==> src/rtl/mips_mem_pkg.sv <==
// Shared types for the data-memory arbiter: FSM state encodings and port ids.
package mips_mem_pkg;

  typedef enum logic [1:0] {
    IDLE = 2'd0,
    BUSY = 2'd1,
    RESP = 2'd2
  } state_t;

  typedef enum logic {
    PORT0 = 1'b0,
    PORT1 = 1'b1
  } port_t;

  function automatic logic misaligned(input logic [31:0] addr);
    return addr[1:0] != 2'b00;
  endfunction

endpackage

==> src/rtl/dmem_arb_pick.sv <==
// Winner select for the data-memory arbiter: fixed priority with a starvation
// guard for port 1, or round-robin on ties.
module dmem_arb_pick
  import mips_mem_pkg::*;
#(
  parameter int MAX_WAIT = 4,
  parameter int WW       = 3
) (
  input  logic          req0,
  input  logic          req1,
  input  logic [WW-1:0] wait1,
  input  port_t         last_grant,
  input  logic          rr_mode,
  output port_t         winner
);

  always_comb begin
    winner = PORT0;
    if (req1 && !req0) begin
      winner = PORT1;
    end else if (req0 && req1) begin
      if (rr_mode) winner = (last_grant == PORT0) ? PORT1 : PORT0;
      else if (wait1 == WW'(MAX_WAIT)) winner = PORT1;
    end
  end

endmodule

==> src/rtl/dmem_arbiter.sv <==
// Two-port arbiter in front of a single-port data memory. One access per
// three cycles: IDLE (arbitrate) -> BUSY (memory cycle) -> RESP (ack pulse).
module dmem_arbiter
  import mips_mem_pkg::*;
#(
  parameter int MAX_WAIT = 4,
  parameter int RR_MODE  = 0
) (
  input  logic        clk,
  input  logic        rst_n,
  input  logic        req0,
  input  logic        req1,
  input  logic        we0,
  input  logic        we1,
  input  logic [31:0] addr0,
  input  logic [31:0] addr1,
  input  logic [31:0] wdata0,
  input  logic [31:0] wdata1,
  output logic        ack0,
  output logic        ack1,
  output logic        err0,
  output logic        err1,
  output logic [31:0] rdata,
  output logic        mem_we,
  output logic [31:0] mem_a,
  output logic [31:0] mem_wd,
  input  logic [31:0] mem_rd
);

  localparam int WW = (MAX_WAIT < 1) ? 1 : $clog2(MAX_WAIT + 1);

  state_t        state;
  port_t         winner;
  port_t         last_grant;
  port_t         cur_port;
  logic [WW-1:0] wait1;
  logic          sel_we;
  logic [31:0]   sel_addr;
  logic [31:0]   sel_wdata;

  dmem_arb_pick #(
    .MAX_WAIT (MAX_WAIT),
    .WW       (WW)
  ) u_pick (
    .req0       (req0),
    .req1       (req1),
    .wait1      (wait1),
    .last_grant (last_grant),
    .rr_mode    (RR_MODE != 0),
    .winner     (winner)
  );

  always_comb begin
    sel_we    = (winner == PORT1) ? we1    : we0;
    sel_addr  = (winner == PORT1) ? addr1  : addr0;
    sel_wdata = (winner == PORT1) ? wdata1 : wdata0;
  end

  // mem_a/mem_wd/mem_we double as the latched request; a misaligned access
  // skips them so memory is never touched.
  always_ff @(posedge clk or negedge rst_n) begin
    if (!rst_n) begin
      state      <= IDLE;
      ack0       <= 1'b0;
      ack1       <= 1'b0;
      err0       <= 1'b0;
      err1       <= 1'b0;
      rdata      <= '0;
      mem_we     <= 1'b0;
      mem_a      <= '0;
      mem_wd     <= '0;
      wait1      <= '0;
      last_grant <= PORT1;
      cur_port   <= PORT0;
    end else begin
      case (state)
        IDLE: begin
          if (!req1) wait1 <= '0;
          if (req0 || req1) begin
            last_grant <= winner;
            cur_port   <= winner;
            if (winner == PORT1) wait1 <= '0;
            else if (req1 && wait1 != WW'(MAX_WAIT)) wait1 <= wait1 + 1'b1;
            if (misaligned(sel_addr)) begin
              state <= RESP;
              ack0  <= (winner == PORT0);
              ack1  <= (winner == PORT1);
              err0  <= (winner == PORT0);
              err1  <= (winner == PORT1);
            end else begin
              state  <= BUSY;
              mem_we <= sel_we;
              mem_a  <= sel_addr;
              mem_wd <= sel_wdata;
            end
          end
        end
        BUSY: begin
          rdata  <= mem_rd;
          mem_we <= 1'b0;
          state  <= RESP;
          ack0   <= (cur_port == PORT0);
          ack1   <= (cur_port == PORT1);
          err0   <= 1'b0;
          err1   <= 1'b0;
        end
        RESP: begin
          ack0  <= 1'b0;
          ack1  <= 1'b0;
          err0  <= 1'b0;
          err1  <= 1'b0;
          state <= IDLE;
        end
        default: state <= IDLE;
      endcase
    end
  end

endmodule

==> config.mk <==
export PLATFORM = sky130hd
export DESIGN_NAME = dmem_arbiter
export DESIGN_NICKNAME = d
export VERILOG_FILES = /design/src/rtl/mips_mem_pkg.sv /design/src/rtl/dmem_arb_pick.sv /design/src/rtl/dmem_arbiter.sv
export SDC_FILE = /design/constraint.sdc
export NUM_CORES = 1
export LEC_CHECK = 0
export BUFFER_PORTS_ARGS = -buffer_cell sky130_fd_sc_hd__buf_2
export CORE_ASPECT_RATIO = 1.25
export CORE_MARGIN = 4
export CORE_UTILIZATION = 40
export CTS_BUF_LIST = sky130_fd_sc_hd__clkbuf_16
export DETAILED_ROUTE_END_ITERATION = 7
export PLACE_DENSITY = 0.76
export SLEW_MARGIN = 30
export SYNTH_ARGS = -nofsm -noshare
export SYNTH_HDL_FRONTEND = slang
export SYNTH_HIERARCHICAL = 1
export SYNTH_SLANG_ARGS = --single-unit
==> constraint.sdc <==
create_clock -name clk -period 2.25 [get_ports clk]
set_clock_uncertainty 0.2 [all_clocks]
set_input_delay 0.5625 -clock clk [delete_from_list [all_inputs] [get_ports clk]]
set_output_delay 0.5625 -clock clk [all_outputs]
set_load 0.01 [all_outputs]
Word level (Yosys, flattened, before mapping)
Cells that the tools add are included.
{"block": "totals", "input_bits": 166, "word_cells": 62, "regBits": 107, "out_inout_bits": 101}
{"block": "op_classes", "eq_ne": 7, "n_mux": 24, "reduce_logical": 16, "n_addsub": 1, "bitwise": 3}
{"operator": "32-bit 2-to-1 mux", "count": 2}
{"operator": "3-bit 2-to-1 mux", "count": 4}
{"operator": "3-bit AND reduction", "count": 4}
{"operator": "1-bit 2-to-1 mux", "count": 10}
{"operator": "2-bit != test (second input constant)", "count": 3}
{"operator": "1-bit one-hot mux with 2 select lines", "count": 3}
{"operator": "1-bit one-hot mux with 3 select lines", "count": 2}
{"operator": "2-bit nonzero test", "count": 3}
{"operator": "2-bit 2-to-1 mux", "count": 2}
{"operator": "2-bit one-hot mux with 2 select lines", "count": 1}
{"operator": "3-bit by 1-bit adder with 3-bit output (second input constant)", "count": 1}
{"operator": "3-bit == test (second input constant)", "count": 1}
{"operator": "1-bit logical AND", "count": 3}
{"operator": "3-bit != test (second input constant)", "count": 1}
{"operator": "1-bit NOT", "count": 3}
{"operator": "3-bit nonzero test", "count": 1}
{"operator": "2-bit by 1-bit == test with 1-bit output (second input constant)", "count": 1}
{"operator": "2-bit == test (second input constant)", "count": 1}
{"operator": "2-bit logical NOT", "count": 1}
{"operator": "2-bit AND reduction", "count": 1}
{"operator": "2-bit OR reduction", "count": 1}
{"operator": "1-bit logical NOT", "count": 1}
{"operator": "1-bit logical OR", "count": 1}

Depth between registers and ports, before layout
Gate-level depths: netlist of the first run.
{"block": "logic_depth", "depth_word": 9, "depth_mapped": 9, "depth_no_buf": 6}

Modules after synthesis
Netlist of the first run, hierarchy kept.
{"mod": "dmem_arbiter", "n_inst": 1, "cells_each": 417, "seq_area_each_um2": 2703.8, "area_each_um2": 4802.1}
{"mod": "dmem_arb_pick", "n_inst": 1, "cells_each": 4, "seq_area_each_um2": 0.0, "area_each_um2": 27.5}

Least setup slack after synthesis of the first run
No wires, ideal clock.
{"block": "synth_timing", "path_kind": "reg-to-reg", "startpoint": "reg wait1[1]", "endpoint": "reg mem_a[2]", "path_stages_with_launch": 10, "n_path_buf": 3, "period_less_slack_ns": 2.292, "setup_time_ns": 0.132, "t_arrival_ns": 1.960, "slack_ns": -0.042, "path_cell_list": "dfrtp_1 or4b_1 a31oi_1 buf_6 nor3b_4 o21bai_4 buf_6 buf_6 nand2_1 o21ai_1"}
{"block": "synth_via", "elab_chain_len": 8}
{"element": "from (decl)", "line": "dmem_arbiter.sv:36", "text": "logic [WW-1:0] wait1;"}
{"element": "from (signal assigned)", "line": "dmem_arbiter.sv:83", "text": "else if (req1 && wait1 != WW'(MAX_WAIT)) wait1 <= wait1 + 1'b1;"}
{"element": "3-bit == test (*)", "line": "dmem_arb_pick.sv:23", "text": "else if (wait1 == WW'(MAX_WAIT)) winner = PORT1;"}
{"element": "1-bit 2-to-1 mux (*)", "line": "dmem_arb_pick.sv:23"}
{"element": "1-bit 2-to-1 mux (*)", "line": "dmem_arb_pick.sv:21", "text": "end else if (req0 && req1) begin"}
{"element": "1-bit 2-to-1 mux (*)", "line": "dmem_arb_pick.sv:19", "text": "if (req1 && !req0) begin"}
{"element": "net winner", "line": "dmem_arbiter.sv:33", "text": "port_t winner;"}
{"element": "32-bit 2-to-1 mux (*)", "line": "dmem_arbiter.sv:55", "text": "sel_addr = (winner == PORT1) ? addr1 : addr0;"}
{"element": "2-bit nonzero test", "line": "mips_mem_pkg.sv:16", "text": "return addr[1:0] != 2'b00;"}
{"element": "1-bit NOT (no source line)"}
{"element": "3-bit AND reduction (no source line)"}
{"element": "to (signal assigned)", "line": "dmem_arbiter.sv:93", "text": "mem_a <= sel_addr;"}
{"element": "to (decl)", "line": "dmem_arbiter.sv:25", "text": "output logic [31:0] mem_a,"}
Mark *: on every way through the listed nets, which the timed path passes. The rest lies on a longest branch.
A chain may end at the register's enable or synchronous reset.

Worst setup path after layout of the first run
{"block": "layout_timing", "startpoint": "reg wait1[1]", "endpoint": "reg mem_wd[10]"}
{"block": "layout_via", "elab_chain_len": 8, "word_cells_on_any_way": 9, "cone_classes": "1 x eq/ne; 5 x mux; 1 x bitwise; 2 x reduce/logical"}
{"element": "3-bit == test (*)", "line": "dmem_arb_pick.sv:23"}
{"element": "1-bit 2-to-1 mux (*)", "line": "dmem_arb_pick.sv:23"}
{"element": "1-bit 2-to-1 mux (*)", "line": "dmem_arb_pick.sv:21"}
{"element": "1-bit 2-to-1 mux (*)", "line": "dmem_arb_pick.sv:19"}
{"element": "net winner", "line": "dmem_arbiter.sv:33"}
{"element": "32-bit 2-to-1 mux", "line": "dmem_arbiter.sv:55"}
{"element": "2-bit nonzero test", "line": "mips_mem_pkg.sv:16"}
{"element": "1-bit NOT (no source line)"}
{"element": "3-bit AND reduction (no source line)"}
{"element": "to (signal assigned)", "line": "dmem_arbiter.sv:94", "text": "mem_wd <= sel_wdata;"}
{"element": "to (decl)", "line": "dmem_arbiter.sv:26", "text": "output logic [31:0] mem_wd,"}
Marks and branches as above.

==> results.cfg, run 1 <==
[clock_network]
cts_root_buffer = clkbuf_16
cts_tree = built
clk_path_buf_depth = 2
postCtsHoldBufs = 0
htreeDepth = 3
worstSkewPairLatency_ns = 0.34
clock-sinks = 108
numCtsBuffers = 9
path_clk_slew_ns = 0.08

[synth]
synthAdderAreaFrac_pct = 1.04
ys_types = 36
syn_area_per_cell_sq_um = 11.5
synth_top_area_cell = dfrtp_1
synth_cells = 421
yosys_register_bits = 108
synth_top_family_by_area = multiplexers
synth.top_cell.area_share_pct = 55.4
synthArstFlopShare_pct = 100
syn-cell-area_sq_um = 4830
synth_mux_area_share_pct = 20.5
synth_edf_count = 0
yosysSeqAreaShare_pct = 56.0
synthXorXnorAreaFrac_pct = 0
yosysMostFrequentCell = dfrtp_1
synth_commonest_cells = dfrtp_1 (107), nand2_1 (75), mux2i_1 (62)
synthSimpleGateAreaFrac_pct = 8.06
synth_compound_area_share_pct = 10.3
synthFlopType = dfrtp_1
synth_area_leaders = dfrtp_1 (55%), mux2i_1 (13%), mux2_2 (7.7%), nand2_1 (5.8%), o21ai_1 (4.2%)
synth_warnings = 6

[worst_setup_path]
cp_slowest_cell = or4b_4
crit_fanout = 10
worstPathCellList = or4b_4, a31oi_4, nor3b_4, o21bai_4, buf_6, buf_12, nand2_1, o21ai_1
critPathArrivalTime_ns = 2.33
cp.required_ns = 2.28
crit_type = register to register
worst-path-buf-inv = 2
crit_path_start_kind = register
end_kind = register
crit_family = simple AND/OR/NAND/NOR gates
max_stage_delay_ns = 0.53

[sta]
worst_pin_slew_ns = 0.587
maxSlewHeadroom_pct = 60.9
whs_ns = 0.0686
period_needed_ns = 2.30
setup_viol = 37
fin_crit_sh_pct = 102
timing.final.ws_setup_ns = -0.0539
rsz0062_at_grt = yes
finalHoldViolCount = 0
max_freq_mhz = 434
finalSetupTns_ns = -0.625
drv_slew = 0

[pwr]
swShare_pct = 36.2
p_comb_share_pct = 41.5
vdd_ir_drop_max_v = 0.000488
p_per_area_nw_per_um2 = 1180
internal-power_mw = 5.21
clockPowerShare_pct = 18.0
p_sw_mw = 2.95
seq_power_share_pct = 40.5
p_leak_nw = 3.61

[detailed_routing]
dr.pass1.iters = 4
num_vias = 4189
remaining_drc_errors = 0
wire_per_inst_um = 15.0
wirelength_um = 13000
detail-route-antenna-nets = 0
drt_iter0_drc = 140
viasPerCell = 4.84

[layout]
multi_input_area_sq_um = 2010
finalNonFillerCells = 866
n_fill_cell = 995
num_antenna_cells = 0
drive_above_1_share_pct = 51.9
post-route-util_pct = 58.8
seq_area_sq_um = 2700
postLayoutCellArea_sq_um = 6900
synthToLayoutAreaGrowth_pct = 42.8
nets = 870

[floorplan]
core-area_sq_um = 11700
row_count = 44
dieArea_sq_um = 13900
io_pins = 267
die_h_um = 131
start_util_pct = 41.2
die-width_um = 106

[placed_design]
port_buffers = 266
dp_hpwl_um = 9750
placed_cells = 845
gp_congestion = 0.845
dpl_cell_area_sq_um = 6450

[global_route]
overflow = 0
grt_pass1_wl_um = 19400
track_usage_pct = 17.3
grt_pass1_vias = 4137
use_met3_pct = 5.01
use_met1_pct = 20.3
grt_max_degree = 109
antenna_found_initial = 0
grt.met2_usage_pct = 30.4
busiest_layer = met2

[hold_path]
holdCritPathClass = primary input to async pin

[outcome]
violations = negative setup slack
status = finished with violations

[run]
drv_cap = 0
[final cells by class]
type | count | share of cell area, %
Clock inverter | 7 | 0.762
Inverter | 8 | 0.435
Timing Repair Buffer | 293 | 24.2
Tap cell | 161 | 2.92
Sequential cell | 108 | 39.2
Multi-Input combinational cell | 280 | 29.2
Clock buffer | 9 | 3.27
[path summary, 6_finish.rpt]
path	startpoint	to	slack, ns	cells past startpoint
worst max-delay path	wait1[1]$_DFFE_PN0P_	mem_wd[10]$_DFFE_PN0P_	-0.05	8
worst min-delay path	rst_n	rdata[25]$_DFFE_PN0P_	0.07	2
worst max register to register	wait1[1]$_DFFE_PN0P_	mem_wd[10]$_DFFE_PN0P_	-0.05	8
worst min register to register	last_grant$_DFFE_PN1P_	last_grant$_DFFE_PN1P_	0.26	2
max in group asynchronous	rst_n	mem_a[21]$_DFFE_PN0P_	1.31	2
min in group clk	mem_rd[15]	rdata[15]$_DFFE_PN0P_	0.25	2
[through the flow]
step	setup slack (ns)	power, mW
2_1_floorplan	0.00862	5.09
3_3_place_gp	0.0171	6.48
3_5_place_dp	-0.0355	6.63
4_1_cts	-0.0360	8.12
5_1_grt	-0.138	8.75
6_report	-0.0539	8.17
[cell usage in the layout (no fill, tap or decap), types with 2 or more instances in the layout]
cell type	Yosys	layout
buf_2	13	265
dfrtp_1	107	107
nand2_1	75	74
mux2i_1	62	59
o21ai_1	41	46
mux2_2	33	33
o21ai_0	29	16
buf_4	1	16
clkbuf_16	0	11
inv_1	8	8
o21ai_2	0	8
buf_12	0	7
a21oi_1	5	4
ha_1	4	4
mux2i_2	0	3
nor2_1	3	3
nand3_1	3	3
clkinv_4	0	3
buf_6	6	3
nor3_2	2	2
a2bb2oi_1	2	2
clkinv_2	0	2
conb_1	1	2
[worst register-to-register path: stages, from the launching register on]
cell and delay [ns]:
dfrtp_1 0.39, or4b_4 0.53, a31oi_4 0.20, nor3b_4 0.30
o21bai_4 0.15, buf_6 0.17, buf_12 0.14, nand2_1 0.07
o21ai_1 0.05
[state kept, by name, summed over array words and instances (netlist names)]
name	flops
err1	1
cur_port	1
ack0	1
ack1	1
mem_wd	32
wait1	3
err0	1
mem_we	1
mem_a	32
rdata	32
state	2
last_grant	1
[metal layers]
| metal | vias to the layer above | part of all wire (%) |
|---|---|---|
| li1 | 2016 | - |
| met2 | 189 | 52 |
| met4 | 0 | 2.0 |
| met1 | 1962 | 38 |
| met5 | - | 0 |
| met3 | 22 | 7.6 |
[power by group through the flow]
stage	sequential, mW	combinational (mW)	clock (mW)
2_1_floorplan	3.74	1.36	0
3_3_place_gp	3.30	3.17	0
3_5_place_dp	3.33	3.30	0
4_1_cts	3.31	3.29	1.52
5_1_grt	3.43	3.72	1.60
6_report	3.31	3.39	1.47
[logic make-up (layout without fill, tap and decap cells)]
group,count (synthesis),count (layout)
other,1,2
and+or+nand+nor,90,90
adders and majority gates,4,4
muxes,95,95
buffers and inverters,34,317
AOI/OAI and AO/OA,89,89
DFF,108,108
[timing repair]
| action | in CTS | in global routing |
|---|---|---|
| buffers inserted | 0 | 2 |
| cloned | 0 | 3 |
| setup endpoints to repair | 56 | 70 |
| resized for setup | 2 | 35 |
| pin swaps | 0 | 3 |
(Power assumes the default switching activity.)
==> run 2, diff against run 1 <==
CORE_UTILIZATION = 41   (was 40)
SYNTH_HIERARCHICAL = unset   (was 1)
==> results.cfg, run 2 <==
[detailed_routing]
wirelength_um = 14300
num_vias = 3917
drt_iter0_drc = 119
remaining_drc_errors = 0
wire_per_inst_um = 17.5
dr.pass1.iters = 4
viasPerCell = 4.81
detail-route-antenna-nets = 0

[floorplan]
io_pins = 267
core-area_sq_um = 12200
die-width_um = 108
row_count = 45
dieArea_sq_um = 14400
die_h_um = 133
start_util_pct = 42.2

[layout]
drive_above_1_share_pct = 74.2
postLayoutCellArea_sq_um = 7470
num_antenna_cells = 0
synthToLayoutAreaGrowth_pct = 45.0
n_fill_cell = 950
largest_registers = mem_a: 32 flops, mem_wd: 32 flops, rdata: 32 flops
final_cell_mix = buf_2 (265), dfrtp_1 (107), mux2_2 (101)
nets = 815
mostFrequentLayoutCell = buf_2

[sta]
rsz0062_at_grt = yes
period_needed_ns = 2.25
max_freq_mhz = 443
fin_crit_sh_pct = 100
worst_pin_slew_ns = 0.627
finalHoldViolCount = 0
timing.final.ws_setup_ns = -0.00496
maxSlewHeadroom_pct = 58.1
drv_slew = 0
setup_viol = 4

[synth]
yosysSeqAreaShare_pct = 51.9
synthFlopType = dfrtp_1
synth_commonest_cells = mux2_2 (109), dfrtp_1 (107), mux2_4 (47)
synth_area_leaders = dfrtp_1 (52%), mux2_2 (24%), mux2_4 (14%), buf_6 (1.3%), ha_1 (0.97%)
synth_warnings = 0
yosysMostFrequentCell = mux2_2
syn_area_per_cell_sq_um = 14.8
ys_types = 34
synth_top_area_cell = dfrtp_1
syn-cell-area_sq_um = 5150
syn_nets = 519
synthArstFlopShare_pct = 100
synth.top_cell.area_share_pct = 51.9
synth_cells = 349
yosys_register_bits = 107
synth_edf_count = 0

[placed_design]
port_buffers = 266
dp_hpwl_um = 10200
pre_cts_ws_ns = -0.157
gp_congestion = 0.808
dpl_cell_area_sq_um = 6800

[global_route]
track_usage_pct = 18.6
overflow = 0
grt_pass1_wl_um = 21200
antenna_found_initial = 0
grt_max_degree = 52
grt_pass1_vias = 4257

[outcome]
violations = negative setup slack
status = finished with violations

[worst_setup_path]
crit_type = register to register
rrSetupSlack_ns = -0.005
end_kind = register
cp.required_ns = 2.27
crit_path_start_kind = register
crit_start = wait1[0]$_DFFE_PN0P_
rr_worst_depth = 8
r2r_end = mem_a[26]$_DFFE_PN0P_
crit_fanout = 10
cp_slowest_cell = dfrtp_1
rr_startpoint = wait1[0]$_DFFE_PN0P_
worstPathCellList = inv_2, ha_4, a311oi_2, a32o_2, nor2b_4, buf_12, buf_16, mux2_2
max_stage_delay_ns = 0.37
critPathArrivalTime_ns = 2.28

[clock_network]
numCtsBuffers = 9
worstSkewPairLatency_ns = 0.34
cts_root_buffer = clkbuf_16
path_clk_slew_ns = 0.07
htreeDepth = 3
clk_path_buf_depth = 2
clock-sinks = 107
cts_tree = built

[pwr]
p_per_area_nw_per_um2 = 1160
p_leak_nw = 3.75
vdd_ir_drop_max_v = 0.000586

[hold_path]
min_path_cells = 2
min_from = mem_rd[13]
holdCritPathClass = primary input to register
hold_path_end = rdata[13]$_DFFE_PN0P_

[run]
drv_cap = 0
==> run 2: cell count changes after synthesis, sizes merged, moves of 2 or more <==
| cell | change |
|---|---|
| a2bb2oi | -2 |
| nand4 | +3 |
| buf | -7 |
| nor2b | +2 |
| nand2 | -68 |
| or4 | +2 |
| nand2b | +3 |
| o21ai | -63 |
| mux2 | +123 |
| mux2i | -60 |
| o21bai | -2 |
==> run 2: worst max-delay path by stage <==
| stage | endpoint | slack, ns |
|---|---|---|
| 2_1_floorplan | mem_a[27]$_DFFE_PN0P_ | 0.02 |
| 3_3_place_gp | mem_a[15]$_DFFE_PN0P_ | -0.10 |
| 3_5_place_dp | mem_a[19]$_DFFE_PN0P_ | -0.16 |
| 4_1_cts | mem_wd[18]$_DFFE_PN0P_ | -0.05 |
| 5_1_grt | mem_a[26]$_DFFE_PN0P_ | -0.05 |
| 6_report | mem_a[26]$_DFFE_PN0P_ | -0.005 |
==> run 2: metal layers <==
layer  up-vias  GRT usage, %  routed length (um)
met3        13          4.22                1070
met2       159          33.8                7410
met1      1891          21.6                5560
li1       1854             -                   -
met4         0          5.68                 226
met5         -             0                   0
==> run 2: area by class of cell <==
class	count	area, sq um	area share [%]
Tap cell	164	205	2.75
Inverter	7	26.3	0.352
Clock buffer	9	225	3.01
Timing Repair Buffer	305	1880	25.2
Multi-Input combinational cell	215	2390	31.9
Sequential cell	107	2680	35.8
Clock inverter	7	70.1	0.937
==> run 2: cell families (layout without fill, tap and decap cells) <==
group	Yosys count	in the layout	share of synthesized area (%)
multiplexers	158	158	37.9
flip-flops	107	107	51.9
AND/OR/NAND/NOR	30	30	3.30
buffers and inverters	27	328	3.01
AO/OA/AOI/OAI	23	23	2.89
adder cells (fa/ha/maj)	4	4	0.971
==> run 2: stage by stage <==
stage | util, % | setup TNS [ns] | instances | hold slack (ns) | power, mW
2_1_floorplan | - | 0 | 349 | 0.0669 | 5.35
3_3_place_gp | 55.7 | -4.20 | 781 | 0.281 | 6.76
3_5_place_dp | 55.7 | -6.77 | 781 | 0.291 | 6.91
4_1_cts | 60.2 | -0.549 | 809 | 0.239 | 8.67
5_1_grt | 61.2 | -1.41 | 814 | 0.246 | 9.17
6_report | 61.2 | -0.0160 | 814 | 0.253 | 8.64
==> run 2: critical path, delay by kind of cell (launching register included) <==
family	cells	cell delay (ns)
mux	1	0.33
flops	1	0.37
buf+inv	3	0.39
simple gates	1	0.21
fa+ha+maj	1	0.17
compound gates	2	0.45
==> run 2: report_power, final <==
| part | switching [mW] | leakage, nW | internal, mW | total (mW) |
|---|---|---|---|---|
| Combinational | 1.59 | 2.31 | 2.11 | 3.70 |
| Clock | 0.693 | 0.140 | 0.859 | 1.55 |
| Sequential | 0.530 | 1.30 | 2.85 | 3.38 |
==> run 2: timing repair <==
item	4_1_cts	5_1_grt
endpoints found under the hold margin	29	0
hold buffers	1	0
buffers inserted	7	3
endpoints found under the setup margin	62	58
resized for setup	14	13
gates cloned	4	4
pin swaps	3	3
==> run 3, diff against run 2 <==
CTS_BUF_LIST = sky130_fd_sc_hd__clkbuf_8 sky130_fd_sc_hd__clkbuf_16   (was sky130_fd_sc_hd__clkbuf_16)
GPL_ROUTABILITY_DRIVEN = 0   (was unset)
==> results.cfg, run 3 (synthesis results as in run 2) <==
[clock_network]
numCtsBuffers = 9
cts_root_buffer = clkbuf_16
clk_path_buf_depth = 2
clock-sinks = 107
worstSkewPairLatency_ns = 0.34
cts_tree = built
htreeDepth = 3
path_clk_slew_ns = 0.07

[placed_design]
port_buffers = 266
placed_cells = 781
dp_hpwl_um = 10200
pre_cts_ws_ns = -0.157

[global_route]
antenna_found_initial = 0
grt_pass1_vias = 4262
grt_max_degree = 52
grt_pass1_wl_um = 21200
overflow = 0
track_usage_pct = 18.6

[worst_setup_path]
crit_type = register to register
crit_path_start_kind = register
critPathArrivalTime_ns = 2.29
crit_fanout = 8
end_kind = register
cp.required_ns = 2.27

[layout]
nets = 818
drive_above_1_share_pct = 74.4
largest_registers = mem_a: 32 flops, mem_wd: 32 flops, rdata: 32 flops
num_antenna_cells = 0
seq_area_sq_um = 2680
n_fill_cell = 944
synthToLayoutAreaGrowth_pct = 46.4
finalNonFillerCells = 817
mostFrequentLayoutCell = buf_2
final_cell_mix = buf_2 (265), dfrtp_1 (107), mux2_2 (101)
multi_input_area_sq_um = 2390

[sta]
period_needed_ns = 2.27
setup_viol = 20
worst_pin_slew_ns = 0.617
maxSlewHeadroom_pct = 58.8
rsz0062_at_grt = yes
timing.final.ws_setup_ns = -0.0192
drv_slew = 0
finalHoldViolCount = 0
max_freq_mhz = 441
fin_crit_sh_pct = 101

[outcome]
violations = negative setup slack
status = finished with violations

[hold_path]
holdCritPathClass = primary input to register

[detailed_routing]
remaining_drc_errors = 0
viasPerCell = 4.87
wire_per_inst_um = 17.7
wirelength_um = 14500
drt_iter0_drc = 105
dr.pass1.iters = 4
detail-route-antenna-nets = 0
num_vias = 3975

[pwr]
p_per_area_nw_per_um2 = 1150
p_leak_nw = 3.78
vdd_ir_drop_max_v = 0.000587
finalPower_mw = 8.71

[floorplan]
start_util_pct = 42.2
core-area_sq_um = 12200
row_count = 45
die_h_um = 133
io_pins = 267
dieArea_sq_um = 14400
die-width_um = 108

[run]
drv_cap = 0
run 3: cell count changes in the layout (fill, tap and decap cells not counted), sizes merged:
cell | previous run | this run
clkbuf | 13 | 16
clkinv | 3 | 2
buf | 300 | 301
run 3: layout make-up:
class,instances,share of cell area (%)
Clock buffer,10,3.17
Clock inverter,6,0.879
Tap cell,164,2.72
Sequential cell,107,35.5
Timing Repair Buffer,308,25.8
Inverter,7,0.348
Multi-Input combinational cell,215,31.6
run 3: path summary, 6_finish.rpt:
kind | from | endpoint | slack, ns | cells after the start
max | wait1[0]$_DFFE_PN0P_ | mem_a[12]$_DFFE_PN0P_ | -0.02 | 8
min | mem_rd[31] | rdata[31]$_DFFE_PN0P_ | 0.25 | 2
max reg2reg | wait1[0]$_DFFE_PN0P_ | mem_a[12]$_DFFE_PN0P_ | -0.02 | 8
min reg2reg | rdata[20]$_DFFE_PN0P_ | rdata[20]$_DFFE_PN0P_ | 0.30 | 1
max in group asynchronous | rst_n | rdata[27]$_DFFE_PN0P_ | 0.71 | 3
min in group asynchronous | rst_n | mem_wd[5]$_DFFE_PN0P_ | 0.51 | 2
run 3: critical path: stages (launching register included):
cell      delay, ns
dfrtp_1        0.37
inv_2          0.07
ha_4           0.17
a311oi_2       0.28
a32o_2         0.19
nor2b_4        0.21
buf_12         0.19
buf_16         0.13
mux2_2         0.33
run 3: per-layer routing:
| layer | GRT usage (%) | vias up | part of all wire [%] |
|---|---|---|---|
| met4 | 5.89 | 0 | 1.7 |
| li1 | - | 1859 | - |
| met1 | 21.1 | 1940 | 38 |
| met5 | 0 | - | 0 |
| met3 | 4.22 | 15 | 7.8 |
| met2 | 34.2 | 161 | 52 |
run 3: stage by stage:
stage / setup TNS (ns) / hold WS (ns) / util [%] / area, sq um
final: -0.164 / 0.253 / 61.8 / 7550
after global routing: -1.62 / 0.244 / 61.8 / 7550
after CTS: -0.550 / 0.239 / 60.3 / 7370
after detailed placement: -6.77 / 0.291 / 55.7 / 6800
after global placement: -4.20 / 0.281 / 55.7 / 6800
after floorplan: 0 / 0.0669 / - / 5160
run 3: report_power, final:
part	leakage, nW	internal [mW]	switching [mW]
Combinational	2.34	2.13	1.61
Sequential	1.30	2.85	0.533
Clock	0.146	0.894	0.697
Total	3.78	5.88	2.84
run 3: what timing repair did:
item,CTS,global route
endpoints found under the hold margin,29,0
buffers inserted,7,3
gates resized for setup,14,13
pin swaps,3,3
endpoints found under the setup margin,62,60
hold buffers,1,0
gates cloned,4,7
